==> config.mk <==
export PLATFORM = sky130hd
export DESIGN_NAME = ccff_bitstream_loader
export DESIGN_NICKNAME = d
export VERILOG_FILES = /design/src/rtl/ccff_bitstream_loader.sv
export SDC_FILE = /design/constraint.sdc
export NUM_CORES = 1
export LEC_CHECK = 0
export CORE_MARGIN = 1
export CORE_UTILIZATION = 30
export CTS_BUF_LIST = sky130_fd_sc_hd__clkbuf_8
export CTS_CLUSTER_SIZE = 24
export DETAILED_ROUTE_END_ITERATION = 8
export SETUP_SLACK_MARGIN = 0.5
export SYNTH_ARGS = -nofsm -noshare
export SYNTH_HDL_FRONTEND = slang
export SYNTH_SLANG_ARGS = --single-unit
export TNS_END_PERCENT = 30
==> constraint.sdc <==
create_clock -name prog_clk -period 2.05 [get_ports prog_clk]
set_input_delay 0.5125 -clock prog_clk [delete_from_list [all_inputs] [get_ports prog_clk]]
set_output_delay 0.5125 -clock prog_clk [all_outputs]
set_load 0.01 [all_outputs]
==> src/rtl/ccff_bitstream_loader.sv <==
// Bitstream loader for the fabric configuration chain. Serialises words MSB-first
// onto ccff_head with a matching prog_clk enable, and runs a one-hot chain test.
module ccff_bitstream_loader #(
  parameter int BITSTREAM_SIZE = 29696,
  parameter int WORD_WIDTH     = 32,
  parameter int CNT_W          = $clog2(BITSTREAM_SIZE + 4)
) (
  input  logic                  prog_clk,
  input  logic                  pReset,
  input  logic                  start,
  input  logic                  mode,
  input  logic [WORD_WIDTH-1:0] word_data,
  input  logic                  word_valid,
  output logic                  word_ready,
  output logic                  ccff_head,
  output logic                  prog_clk_en,
  input  logic                  ccff_tail,
  output logic                  busy,
  output logic                  done,
  output logic                  pass,
  output logic                  fail,
  output logic [CNT_W-1:0]      shift_count
);

  localparam int N_WORDS   = (BITSTREAM_SIZE + WORD_WIDTH - 1) / WORD_WIDTH;
  localparam int LAST_BITS = ((BITSTREAM_SIZE % WORD_WIDTH) == 0) ? WORD_WIDTH
                                                                  : (BITSTREAM_SIZE % WORD_WIDTH);
  localparam int BCNT_W    = $clog2(WORD_WIDTH + 1);
  localparam int WCNT_W    = $clog2(N_WORDS + 1);

  localparam logic [BCNT_W-1:0] FULL_CNT   = BCNT_W'(WORD_WIDTH);
  localparam logic [BCNT_W-1:0] LAST_CNT   = BCNT_W'(LAST_BITS);
  localparam logic [WCNT_W-1:0] WORDS_MAX  = WCNT_W'(N_WORDS);
  localparam logic [CNT_W-1:0]  PROG_LAST  = CNT_W'(BITSTREAM_SIZE - 1);
  localparam logic [CNT_W-1:0]  TEST_MARK  = CNT_W'(BITSTREAM_SIZE);
  localparam logic [CNT_W-1:0]  TEST_ZERO1 = CNT_W'(BITSTREAM_SIZE + 1);
  localparam logic [CNT_W-1:0]  TEST_LAST  = CNT_W'(BITSTREAM_SIZE + 2);

  typedef enum logic [2:0] {
    ST_IDLE   = 3'd0,
    ST_PROG   = 3'd1,
    ST_TEST   = 3'd2,
    ST_DONE   = 3'd3,
    ST_RESULT = 3'd4
  } state_t;

  state_t                state_r;
  logic [WORD_WIDTH-1:0] buf_r;
  logic [BCNT_W-1:0]     buf_cnt_r;
  logic [WCNT_W-1:0]     words_r;
  logic                  err_r;

  logic                  accept_s;
  logic                  issue_s;
  logic [BCNT_W-1:0]     load_cnt_s;
  logic                  tail_bad_s;
  logic                  err_next_s;

  assign word_ready = (state_r == ST_PROG) && (words_r < WORDS_MAX) && (buf_cnt_r <= BCNT_W'(1));

  // Handshake, buffer and chain-test sampling decisions for the current cycle
  always_comb begin
    accept_s   = word_valid && word_ready;
    issue_s    = (buf_cnt_r != BCNT_W'(0));
    load_cnt_s = FULL_CNT;
    tail_bad_s = 1'b0;
    if (words_r == (WORDS_MAX - WCNT_W'(1))) begin
      load_cnt_s = LAST_CNT;
    end else begin
      load_cnt_s = FULL_CNT;
    end
    // The tail seen at the edge ending shift k reflects the chain after k shifts
    if (shift_count == TEST_MARK) begin
      tail_bad_s = !ccff_tail;
    end else if ((shift_count == TEST_ZERO1) || (shift_count == TEST_LAST)) begin
      tail_bad_s = ccff_tail;
    end else begin
      tail_bad_s = 1'b0;
    end
    err_next_s = err_r || tail_bad_s;
  end

  // Control FSM with all registered outputs
  always_ff @(posedge prog_clk or negedge pReset) begin
    if (!pReset) begin
      state_r     <= ST_IDLE;
      buf_r       <= '0;
      buf_cnt_r   <= '0;
      words_r     <= '0;
      err_r       <= 1'b0;
      ccff_head   <= 1'b0;
      prog_clk_en <= 1'b0;
      busy        <= 1'b0;
      done        <= 1'b0;
      pass        <= 1'b0;
      fail        <= 1'b0;
      shift_count <= '0;
    end else begin
      case (state_r)
        ST_IDLE, ST_DONE, ST_RESULT: begin
          if (start) begin
            done        <= 1'b0;
            pass        <= 1'b0;
            fail        <= 1'b0;
            err_r       <= 1'b0;
            shift_count <= '0;
            buf_cnt_r   <= '0;
            words_r     <= '0;
            busy        <= 1'b1;
            if (mode) begin
              // The marker goes out on the very first test shift
              state_r     <= ST_TEST;
              prog_clk_en <= 1'b1;
              ccff_head   <= 1'b1;
            end else begin
              state_r     <= ST_PROG;
              prog_clk_en <= 1'b0;
              ccff_head   <= 1'b0;
            end
          end else begin
            state_r <= state_r;
          end
        end

        ST_PROG: begin
          if (prog_clk_en && (shift_count == PROG_LAST)) begin
            shift_count <= shift_count + CNT_W'(1);
            prog_clk_en <= 1'b0;
            ccff_head   <= 1'b0;
            buf_cnt_r   <= '0;
            busy        <= 1'b0;
            done        <= 1'b1;
            state_r     <= ST_DONE;
          end else begin
            if (prog_clk_en) begin
              shift_count <= shift_count + CNT_W'(1);
            end else begin
              shift_count <= shift_count;
            end
            if (issue_s) begin
              ccff_head   <= buf_r[WORD_WIDTH-1];
              prog_clk_en <= 1'b1;
            end else begin
              prog_clk_en <= 1'b0;
            end
            // A load while one bit remains pops that bit at the same edge
            if (accept_s) begin
              buf_r     <= word_data;
              buf_cnt_r <= load_cnt_s;
              words_r   <= words_r + WCNT_W'(1);
            end else if (issue_s) begin
              buf_r     <= buf_r << 1;
              buf_cnt_r <= buf_cnt_r - BCNT_W'(1);
            end else begin
              buf_cnt_r <= buf_cnt_r;
            end
          end
        end

        ST_TEST: begin
          shift_count <= shift_count + CNT_W'(1);
          ccff_head   <= 1'b0;
          err_r       <= err_next_s;
          if (shift_count == TEST_LAST) begin
            prog_clk_en <= 1'b0;
            busy        <= 1'b0;
            pass        <= !err_next_s;
            fail        <= err_next_s;
            state_r     <= ST_RESULT;
          end else begin
            prog_clk_en <= 1'b1;
          end
        end

        default: begin
          state_r     <= ST_IDLE;
          prog_clk_en <= 1'b0;
          ccff_head   <= 1'b0;
          busy        <= 1'b0;
          buf_cnt_r   <= '0;
        end
      endcase
    end
  end

endmodule
=== Yosys cells after proc, flatten, opt, wreduce, memory -nomap -nowiden ===
Cells that the tools add are included.

* Bits in registers: 73
* Bits in latches: 0
* Memory bits (writable): 0
* ROM bits: 0
* Bits of input ports: 38
* Output and inout bits: 22
* Word-level logic and storage cells: 102
* Memories kept: 0

* Add/sub/neg operators: 3
* Multipliers: 0
* Div/mod/pow operators: 0
* $lt $le $gt $ge: 2
* Eq/ne operators: 16
* Shift operators: 0
* Multiplexer cells: 43
* Bitwise gates (word level): 2
* Reductions and logical operators: 24

{| class="wikitable"
|+ Operators by type and width
! operator !! number
|-
| 32-bit 2-to-1 mux || 2
|-
| 15-bit equality test, second input constant || 4
|-
| 15-bit 2-to-1 mux || 3
|-
| 15-bit one-hot mux with 3 select lines || 1
|-
| 10-bit 2-to-1 mux || 3
|-
| 6-bit 2-to-1 mux || 4
|-
| 10-bit one-hot mux with 2 select lines || 1
|-
| 6-bit one-hot mux with 3 select lines || 1
|-
| 3-bit AND reduction || 6
|-
| 1-bit 2-to-1 mux || 16
|-
| 15-bit by 1-bit adder with 15-bit output, second input constant || 1
|-
| 10-bit by 1-bit adder with 10-bit output, second input constant || 1
|-
| 10-bit < comparator, second input constant || 1
|-
| 1-bit one-hot mux with 2 select lines || 5
|-
| 3-bit 2-to-1 mux || 3
|-
| 3-bit one-hot mux with 3 select lines || 1
|-
| 2-bit inequality test, second input constant || 4
|-
| 3-bit by 2-bit equality test with 1-bit output, second input constant || 2
|-
| 6-bit by 1-bit less-or-equal comparator with 1-bit output, second input constant || 1
|-
| 3-bit by 2-bit inequality test with 1-bit output, second input constant || 2
|-
| 1-bit one-hot mux with 3 select lines || 2
|-
| 2-bit nonzero test || 3
|-
| 6-bit nonzero test || 1
|-
| 6-bit by 1-bit subtractor with 6-bit output, second input constant || 1
|-
| 14 further kinds || 21
|}

=== Logic depth before layout (Yosys ltp) ===
Gate-level depths: netlist of run 1.

* Word-level depth: 8
* Mapped depth: 9
* Mapped depth without buffers: 7

=== Worst setup path after synthesis of run 1 ===
Ideal clock, no wire load.

* Path type: reg2reg
* Start: register shift_count[0]
* End: register buf_cnt_r[2]
* Setup time: 122 ps
* Arrival time: 1854 ps
* Data required time: 1928 ps
* Setup slack: 74 ps
* Stages on the path, launching flop included: 8
* Buffers on the path: 1
* Clock period less this slack: 1976 ps
* Path through: dfrtp_1 > ha_1 > clkbuf_1 > nand3b_1 > or4_1 > nand3_1 > o21ai_0 > a32o_1

* Word-level cells in the longest chain between the ends: 4
* Elaborated cells on any way between the ends: 6
* Those cells by class: 2 x eq/ne; 2 x mux; 2 x reduce/logical

{| class="wikitable"
|+ Ends and longest elaborated chain
! item !! line !! RTL
|-
| from (decl) || 22 || <nowiki>output logic [CNT_W-1:0] shift_count</nowiki>
|-
| from (signal assigned) || 127 || <nowiki>shift_count <= shift_count + CNT_W'(1);</nowiki>
|-
| from (signal assigned) || 136 || <nowiki>shift_count <= shift_count + CNT_W'(1);</nowiki>
|-
| from (signal assigned) || 138 || <nowiki>shift_count <= shift_count;</nowiki>
|-
| 15-bit equality test (*) || 126 || <nowiki>if (prog_clk_en && (shift_count == PROG_LAST)) begin</nowiki>
|-
| 1-bit logical AND (*) || 126 ||
|-
| 4-bit by 3-bit inequality test with 1-bit output (no line) / 6-bit 2-to-1 mux (equally long branches) || - ||
|-
| 3-bit AND reduction (no line) / 6-bit one-hot mux with 3 select lines (equally long branches) || - ||
|-
| to (signal assigned) || 149 || <nowiki>buf_cnt_r <= load_cnt_s;</nowiki>
|-
| to (signal assigned) || 153 || <nowiki>buf_cnt_r <= buf_cnt_r - BCNT_W'(1);</nowiki>
|-
| to (signal assigned) || 155 || <nowiki>buf_cnt_r <= buf_cnt_r;</nowiki>
|-
| to (decl) || 49 || <nowiki>logic [BCNT_W-1:0] buf_cnt_r;</nowiki>
|}

Every way passes the cells marked *; elsewhere a longest branch is shown, timed or not.
A chain may end at the register's enable or synchronous reset.

=== Worst setup path after layout of run 1 ===
* Start: register buf_cnt_r[4]
* End: register words_r[5]

* Word-level cells in the longest chain between the ends: 5

{| class="wikitable"
|+ Ends and longest elaborated chain
! item !! line !! RTL
|-
| 6-bit by 1-bit less-or-equal comparator with 1-bit output || 59 || <nowiki>assign word_ready = (state_r == ST_PROG) && (words_r < WORDS_MAX) && (buf_cnt_r <= BCNT_W'(1));</nowiki>
|-
| 1-bit logical AND || 59 ||
|-
| 1-bit logical AND || 63 || <nowiki>accept_s = word_valid && word_ready;</nowiki>
|-
| 2-bit inequality test (no line) || - ||
|-
| 4-bit AND reduction (no line) || - ||
|-
| to (signal assigned) || 150 || <nowiki>words_r <= words_r + WCNT_W'(1);</nowiki>
|-
| to (decl) || 50 || <nowiki>logic [WCNT_W-1:0] words_r;</nowiki>
|}

Every way passes these cells.

==> metrics.csv, run 1 <==
stage,metric,value,unit
clock_tree,postCtsHoldBufs,0,
die,die_width,116.5,um
clock_tree,cts_tree,done,
worst_setup_path,cp_slowest_cell,dfrtp_1,
hold_path,hold_path_class,in -> async,
worst_setup_path,startpoint_type,register,
timing,holdWs,0.1387,ns
worst_setup_path,crit_required,2.29,ns
synth,synth.area.top_cells,"dfrtp_1 (46%), nand2_1 (7.8%), nor2_1 (5.4%)",
clock_tree,clock_latency,0.36,ns
finish,drive_gt1_share,30.59,%
die,rows,41,
detailed_routing,drt-initial-drc-count,171,
global_route,grt_max_degree,32,
worst_setup_path,crit_type,reg -> reg,
timing,setup_tns,0,ns
die,dieArea,13580,um^2
finish,postLayoutCellArea,5886,um^2
global_route,track_usage,16.54,%
worst_setup_path,crit_chain,"buf_6, nor4b_4, buf_4, and4_4, nand3_4, buf_4, o31ai_2, a21oi_1",
detailed_routing,detail-route-antenna-nets,0,
die,io_pins,60,
synth,synthArstFlopShare,100.0,%
synth,synth-seq-cells,73,
die,placeableCoreArea,12720,um^2
synth,syn_avg_cell_area,8.966,um^2
worst_setup_path,arrival,2.28,ns
pwr,leakage,2.706,nW
clock_tree,cts.path.max_buffers,2,
synth,synth_nets,484,
timing,hold_viol_final,0,
clock_tree,clkSlewWorstSetupHoldPaths,0.08,ns
global_route,grt_pass1_wl,17.35,mm
synth,synth_top_area_cell,dfrtp_1,
detailed_routing,wire_per_inst,15.01,um
pwr,vdd_drop_max,412.4,uV
detailed_routing,dr.pass1.iters,5,
die,fp.dieH,116.5,um
run_status,outcome,completed,
detailed_routing,routed_wl,10.97,mm
synth,synthTopCellsByCount,"nand2_1 (82), dfrtp_1 (73), nor2_1 (57), a31oi_1 (33)",
global_route,grt-ovfl-total,0,
synth,synth.distinct_cells,59,
synth,synthCells,439,
clock_tree,cts_sinks,73,
synth,ys_seq_area_share,46.41,%
synth,synth.most_common_cell,nand2_1,
timing,fin_crit_sh,99.60,%
finish,antenna_cells,0,
timing,slew_violations,0,
finish,fin_nets,599,
global_route,antenna_found_initial,0,
timing,tightest_slew,0.5894,ns
finish,utilization,46.26,%
finish,syn_to_final_growth,49.52,%
timing,fin_crit,2.042,ns
detailed_routing,vias,3675,
worst_setup_path,cp-end-kind,register,
timing,fin_skew,0.009148,ns
detailed_routing,routed_via_density,5.027,
timing,max_freq,489.7,MHz
clock_tree,cts_root_buf,clkbuf_8,
synth,yosys_most_used_dff,dfrtp_1,
die,start_util,30.94,%
worst_setup_path,cp_max_fo,6,
synth,synth_edf_count,0,
placed_design,place_area,5069,um^2
synth,syn_area,3936,um^2
clock_tree,numCtsBuffers,9,
timing,setup_viol,0,
synth,yosysWarnings,0,
flow_run,maxCapViolCount,0,
clock_tree,h-tree-depth,3,
timing,max_slew_margin,60.29,%
timing,rsz0062_at_grt,yes,
pwr,power.density,1247,nW/um^2
detailed_routing,drc,0,
worst_setup_path,path_common_cell,buf_4,
placed_design,gp_congestion,0.8189,
synth,synth_top_area_share,46.41,%
worst_setup_path,max_stage_delay,0.41,ns
global_route,grt_pass1_vias,3538,
placed_design,numPortBuffers,59,
placed_design,place_hpwl,6.966,mm
-- cell type report --
| class | count | area (um^2) |
|---|---|---|
| fill | 1225 | 6837 |
| clock inverter | 7 | 96.34 |
| inverter | 9 | 33.78 |
| timing repair buffer | 128 | 1287 |
| multi-input combinational | 333 | 2298 |
| tap | 172 | 215.2 |
| sequential | 73 | 1831 |
| clock buffer | 9 | 123.9 |
-- per-layer routing --
layer	part of all wire, %	vias up	GRT usage, %
met5	0	-	0
met4	1.6	0	6.835
met3	2.1	12	1.713
met2	51	50	27.18
met1	46	1836	22.24
li1	-	1777	-
-- flip-flops by register name, indices dropped and copies added, names as in the netlist --
name and count:
done 1, words_r 10, fail 1, busy 1, buf_cnt_r 6, state_r 3
prog_clk_en 1, buf_r 32, pass 1, err_r 1, shift_count 15, ccff_head 1
-- critical path: cells and delay by family, from the launching register on --
| family | cells | cell delay [ns] |
|---|---|---|
| AO/OA/AOI/OAI | 2 | 0.36 |
| buffers and inverters | 3 | 0.48 |
| flip-flops | 1 | 0.41 |
| AND/OR/NAND/NOR | 3 | 0.67 |
-- metrics by stage --
stage,setup slack (ns),std cells,power [mW]
2_1_floorplan,0.1521,439,3.993
3_3_place_gp,-0.3553,698,4.951
3_5_place_dp,-0.4059,698,5.029
4_1_cts,0.01090,727,6.861
5_1_grt,-0.1013,731,7.841
6_report,0.008135,731,7.340
-- cell usage in the layout, fill, tap and decap left out, types with 3 or more instances in the layout --
| master | netlist | layout |
|---|---|---|
| nand4_1 | 9 | 9 |
| a21o_1 | 3 | 3 |
| dfrtp_2 | 0 | 3 |
| o21ai_0 | 16 | 11 |
| and2_1 | 5 | 4 |
| a31oi_1 | 33 | 33 |
| buf_4 | 1 | 51 |
| nand3_2 | 1 | 7 |
| xor2_1 | 12 | 12 |
| nor2_2 | 0 | 17 |
| buf_12 | 0 | 4 |
| nor2_1 | 57 | 34 |
| nand3_1 | 16 | 7 |
| nand3_4 | 0 | 3 |
| ha_1 | 7 | 4 |
| clkbuf_2 | 0 | 4 |
| nand2b_1 | 5 | 5 |
| buf_6 | 3 | 14 |
| or4_1 | 4 | 3 |
| clkbuf_8 | 0 | 9 |
| dfrtp_1 | 73 | 70 |
| nand2_1 | 82 | 79 |
| a21oi_1 | 11 | 9 |
| o31ai_2 | 0 | 3 |
| buf_2 | 10 | 3 |
| o21ai_1 | 0 | 5 |
| clkdlybuf4s50_1 | 0 | 35 |
| dlymetal6s2s_1 | 0 | 11 |
| or3_1 | 4 | 3 |
| buf_16 | 0 | 4 |
| a22oi_1 | 4 | 4 |
| nor2_4 | 0 | 6 |
| inv_1 | 9 | 8 |
| mux2i_1 | 4 | 4 |
| and3_1 | 6 | 6 |
-- logic make-up after synthesis --
kind of cell	share of synthesized area (%)
and+or+nand+nor	27.72
AOI/OAI and AO/OA	14.88
DFF	46.41
buffers and inverters	4.132
xor gates and xnor gates	3.338
adders and majority gates	2.225
muxes	1.303
-- worst paths after layout --
path,start,endpoint,slack [ns],cells past startpoint
max in group asynchronous,pReset,shift_count[2],1.32,2
hold / removal,pReset,buf_r[27],0.14,1
setup reg to reg,buf_cnt_r[4],words_r[5],0.008,8
hold reg to reg,ccff_head,ccff_head,0.51,1
min in group prog_clk,ccff_head,ccff_head,0.51,1
setup / recovery,buf_cnt_r[4],words_r[5],0.008,8
-- repair_timing --
item,in CTS,in global routing
gates cloned,4,1
resized for setup,23,116
endpoints found under the setup margin,94,94
setup buffers,9,3
pin swaps,3,46
-- report_power, final --
part	switching [mW]	internal, mW
Sequential	0.308	1.83
Combinational	2.03	1.92
Clock	0.575	0.684
No activity file was read; power rests on OpenSTA's default activity.
==> inputs of run 2 (changes only) <==
--- a/config.mk
+++ b/config.mk
@@ -8,8 +8,10 @@
 export CORE_MARGIN = 1
 export CORE_UTILIZATION = 30
 export CTS_BUF_LIST = sky130_fd_sc_hd__clkbuf_8
-export CTS_CLUSTER_SIZE = 24
+export CTS_CLUSTER_DIAMETER = 60
+export CTS_CLUSTER_SIZE = 30
 export DETAILED_ROUTE_END_ITERATION = 8
+export PLACE_DENSITY = 0.54
 export SETUP_SLACK_MARGIN = 0.5
 export SYNTH_ARGS = -nofsm -noshare
 export SYNTH_HDL_FRONTEND = slang
==> metrics.csv, run 2 (synthesized netlist as in run 1, its figures left out) <==
stage,metric,value,unit,change
die,start_util,30.94,%,unchanged
worst_setup_path,startpoint_type,register,,unchanged
clock_tree,cts_root_buf,clkbuf_8,,unchanged
clock_tree,cts.path.max_buffers,2,,unchanged
timing,rsz0062_at_grt,yes,,unchanged
clock_tree,cts_sinks,73,,unchanged
global_route,grt-ovfl-total,0,,unchanged
pwr,power.switching,3.042,mW,was 2.911 mW
detailed_routing,dr.pass1.iters,4,,was 5
pwr,power,7.529,mW,was 7.340 mW
finish,top_register,buf_r,,unchanged
timing,hold_viol_final,0,,unchanged
pwr,clockPowerShare,15.5,%,was 17.2%
worst_setup_path,worstSetupStartpoint,buf_cnt_r[0],,was buf_cnt_r[4]
clock_tree,h-tree-depth,3,,unchanged
run_status,failed_checks,setup timing,,
finish,postLayoutCellArea,5987,um^2,was 5886 um^2
timing,max_slew_margin,58.79,%,was 60.29%
worst_setup_path,crit_required,2.33,ns,was 2.29 ns
flow_run,maxCapViolCount,0,,unchanged
worst_setup_path,max_stage_delay,0.56,ns,was 0.41 ns
detailed_routing,drt-initial-drc-count,212,,was 171
clock_tree,clock_latency,0.36,ns,about the same
global_route,antenna_found_initial,0,,unchanged
detailed_routing,wire_per_inst,15.33,um,was 15.01 um
finish,fin_nets,605,,was 599
clock_tree,cts_tree,done,,unchanged
worst_setup_path,worstReg2RegStart,buf_cnt_r[0],,was buf_cnt_r[4]
die,dieArea,13580,um^2,unchanged
die,die_width,116.5,um,unchanged
worst_setup_path,r2r_slack,-0.03,ns,was 0.008 ns
pwr,p_int,4.488,mW,was 4.429 mW
die,io_pins,60,,unchanged
timing,setup_ws,-0.03168,ns,was 0.008135 ns
run_status,outcome,finished with violations,,was completed
placed_design,place_area,5049,um^2,was 5069 um^2
timing,fin_crit,2.082,ns,was 2.042 ns
detailed_routing,routed_via_density,5.012,,was 5.027
finish,antenna_cells,0,,unchanged
worst_setup_path,cp-end-kind,register,,unchanged
detailed_routing,routed_wl,11.30,mm,was 10.97 mm
placed_design,gp_congestion,0.8130,,was 0.8189
detailed_routing,vias,3694,,was 3675
finish,n_fill_cell,1252,,was 1225
worst_setup_path,reg2reg_depth,8,,unchanged
pwr,swShare,40.40,%,was 39.66%
worst_setup_path,crit_buf_inv,2,,was 3
timing,max_freq,480.4,MHz,was 489.7 MHz
worst_setup_path,path_delay_family,simple AND/OR/NAND/NOR gates,,unchanged
pwr,power.density,1258,nW/um^2,was 1247 nW/um^2
finish,reg.largest.list,"buf_r: 32 flops, shift_count: 15 flops, words_r: 10 flops",,unchanged
clock_tree,clkSlewWorstSetupHoldPaths,0.08,ns,about the same
global_route,track_usage,17.25,%,was 16.54%
detailed_routing,drc,0,,unchanged
worst_setup_path,cp_max_fo,4,,was 6
global_route,grt_pass1_wl,18.21,mm,was 17.35 mm
worst_setup_path,crit_type,reg -> reg,,unchanged
timing,slew_violations,0,,unchanged
finish,drive_gt1_share,30.97,%,was 30.59%
finish,fin_cells,737,,was 731
worst_setup_path,cp_slowest_cell,or4_4,,was dfrtp_1
timing,fin_crit_sh,101.5,%,was 99.60%
worst_setup_path,crit_chain,"inv_2, ha_4, o21ba_4, and4_4, buf_4, nand4_1, or4_4, a21oi_2",,"was buf_6, nor4b_4, buf_4, and4_4, nand3_4, buf_4, o31ai_2, a21oi_1"
timing,setup_viol,9,,was 0
clock_tree,numCtsBuffers,9,,unchanged
pwr,vdd_drop_max,453.3,uV,was 412.4 uV
global_route,grt_max_degree,74,,was 32
worst_setup_path,arrival,2.36,ns,was 2.28 ns
finish,layout_commonest_cell,nand2_1,,unchanged
timing,fin_skew,0.01450,ns,was 0.009148 ns
global_route,grt_pass1_vias,3594,,was 3538
timing,tightest_slew,0.6127,ns,was 0.5894 ns
clock_tree,postCtsHoldBufs,0,,unchanged
pwr,leakage,2.599,nW,was 2.706 nW
finish,largest_reg_flops,32,,unchanged
die,fp.dieH,116.5,um,unchanged
worst_setup_path,r2r-end,words_r[5],,unchanged
placed_design,dp_cells,697,,was 698
hold_path,hold_path_class,in -> async,,unchanged
pwr,combPwrFrac,56.5,%,was 53.7%
pwr,seqPwrFrac,28.0,%,was 29.1%
finish,syn_to_final_growth,52.10,%,was 49.52%
detailed_routing,detail-route-antenna-nets,0,,unchanged
placed_design,numPortBuffers,59,,unchanged
placed_design,place_hpwl,6.857,mm,was 6.966 mm
die,placeableCoreArea,12720,um^2,unchanged
finish,final_cell_mix,"nand2_1 (78), dfrtp_1 (71), nor2_1 (48), buf_4 (43), clkdlybuf4s50_1 (34)",,"was nand2_1 (79), dfrtp_1 (70), buf_4 (51), clkdlybuf4s50_1 (35), nor2_1 (34)"
die,rows,41,,unchanged
timing,holdWs,0.1770,ns,was 0.1387 ns
placed_design,pre_cts_slack,-0.3741,ns,was -0.4059 ns
-- run 2: cell types whose count changed in the layout (fill, tap and decap cells not counted), moves of 4 or more --
cell	before	now
a31oi_1	33	26
a31oi_4	0	5
buf_2	3	10
buf_4	51	43
buf_6	14	26
clkbuf_2	4	0
clkdlybuf4s15_1	0	6
dlymetal6s2s_1	11	0
nor2_1	34	48
nor2_2	17	6
-- run 2: area by class of cell --
class | count | area, um^2 | area share, %
Multi-Input combinational cell | 334 | 2357 | 39.37
Sequential cell | 73 | 1829 | 30.55
Timing Repair Buffer | 133 | 1355 | 22.63
Tap cell | 172 | 215.2 | 3.595
Clock buffer | 10 | 137.6 | 2.299
Clock inverter | 6 | 58.81 | 0.9822
Inverter | 9 | 33.78 | 0.5643
-- run 2: how the worst max path moves through the flow --
stage | endpoint | slack (ns) | cells after the start
2_1_floorplan | pass | 0.15 | 5
3_3_place_gp | words_r[6] | -0.36 | 6
3_5_place_dp | words_r[6] | -0.37 | 6
4_1_cts | words_r[5] | -0.008 | 8
5_1_grt | buf_r[15] | -0.13 | 9
6_report | words_r[5] | -0.03 | 8
-- run 2: power by group through the flow --
stage,clock network [mW],logic [mW],registers [mW]
floorplan,0,1.89,2.11
global placement,0,2.89,2.08
detailed placement,0,2.92,2.09
CTS,1.18,3.86,2.08
global route,1.25,4.61,2.16
finish,1.16,4.25,2.11
-- run 2: what timing repair did --
| item | CTS | global route |
|---|---|---|
| gates resized for setup | 151 | 34 |
| setup endpoints to repair | 93 | 87 |
| cloned | 5 | 2 |
| pin swaps | 50 | 19 |
| buffers inserted | 7 | 10 |
-- run 2: per-layer routing --
metal | track usage (%) | share of wire (%)
met1 | 24.08 | 47
met2 | 27.65 | 49
met3 | 2.180 | 2.7
met4 | 5.654 | 1.3
met5 | 0 | 0
-- run 2: through the flow --
| stage | util [%] | setup TNS (ns) |
|---|---|---|
| after floorplan | - | 0 |
| after global placement | 39.68 | -12.05 |
| after detailed placement | 39.68 | -13.63 |
| after CTS | 44.97 | -0.01620 |
| after global routing | 47.06 | -3.084 |
| final | 47.06 | -0.1230 |
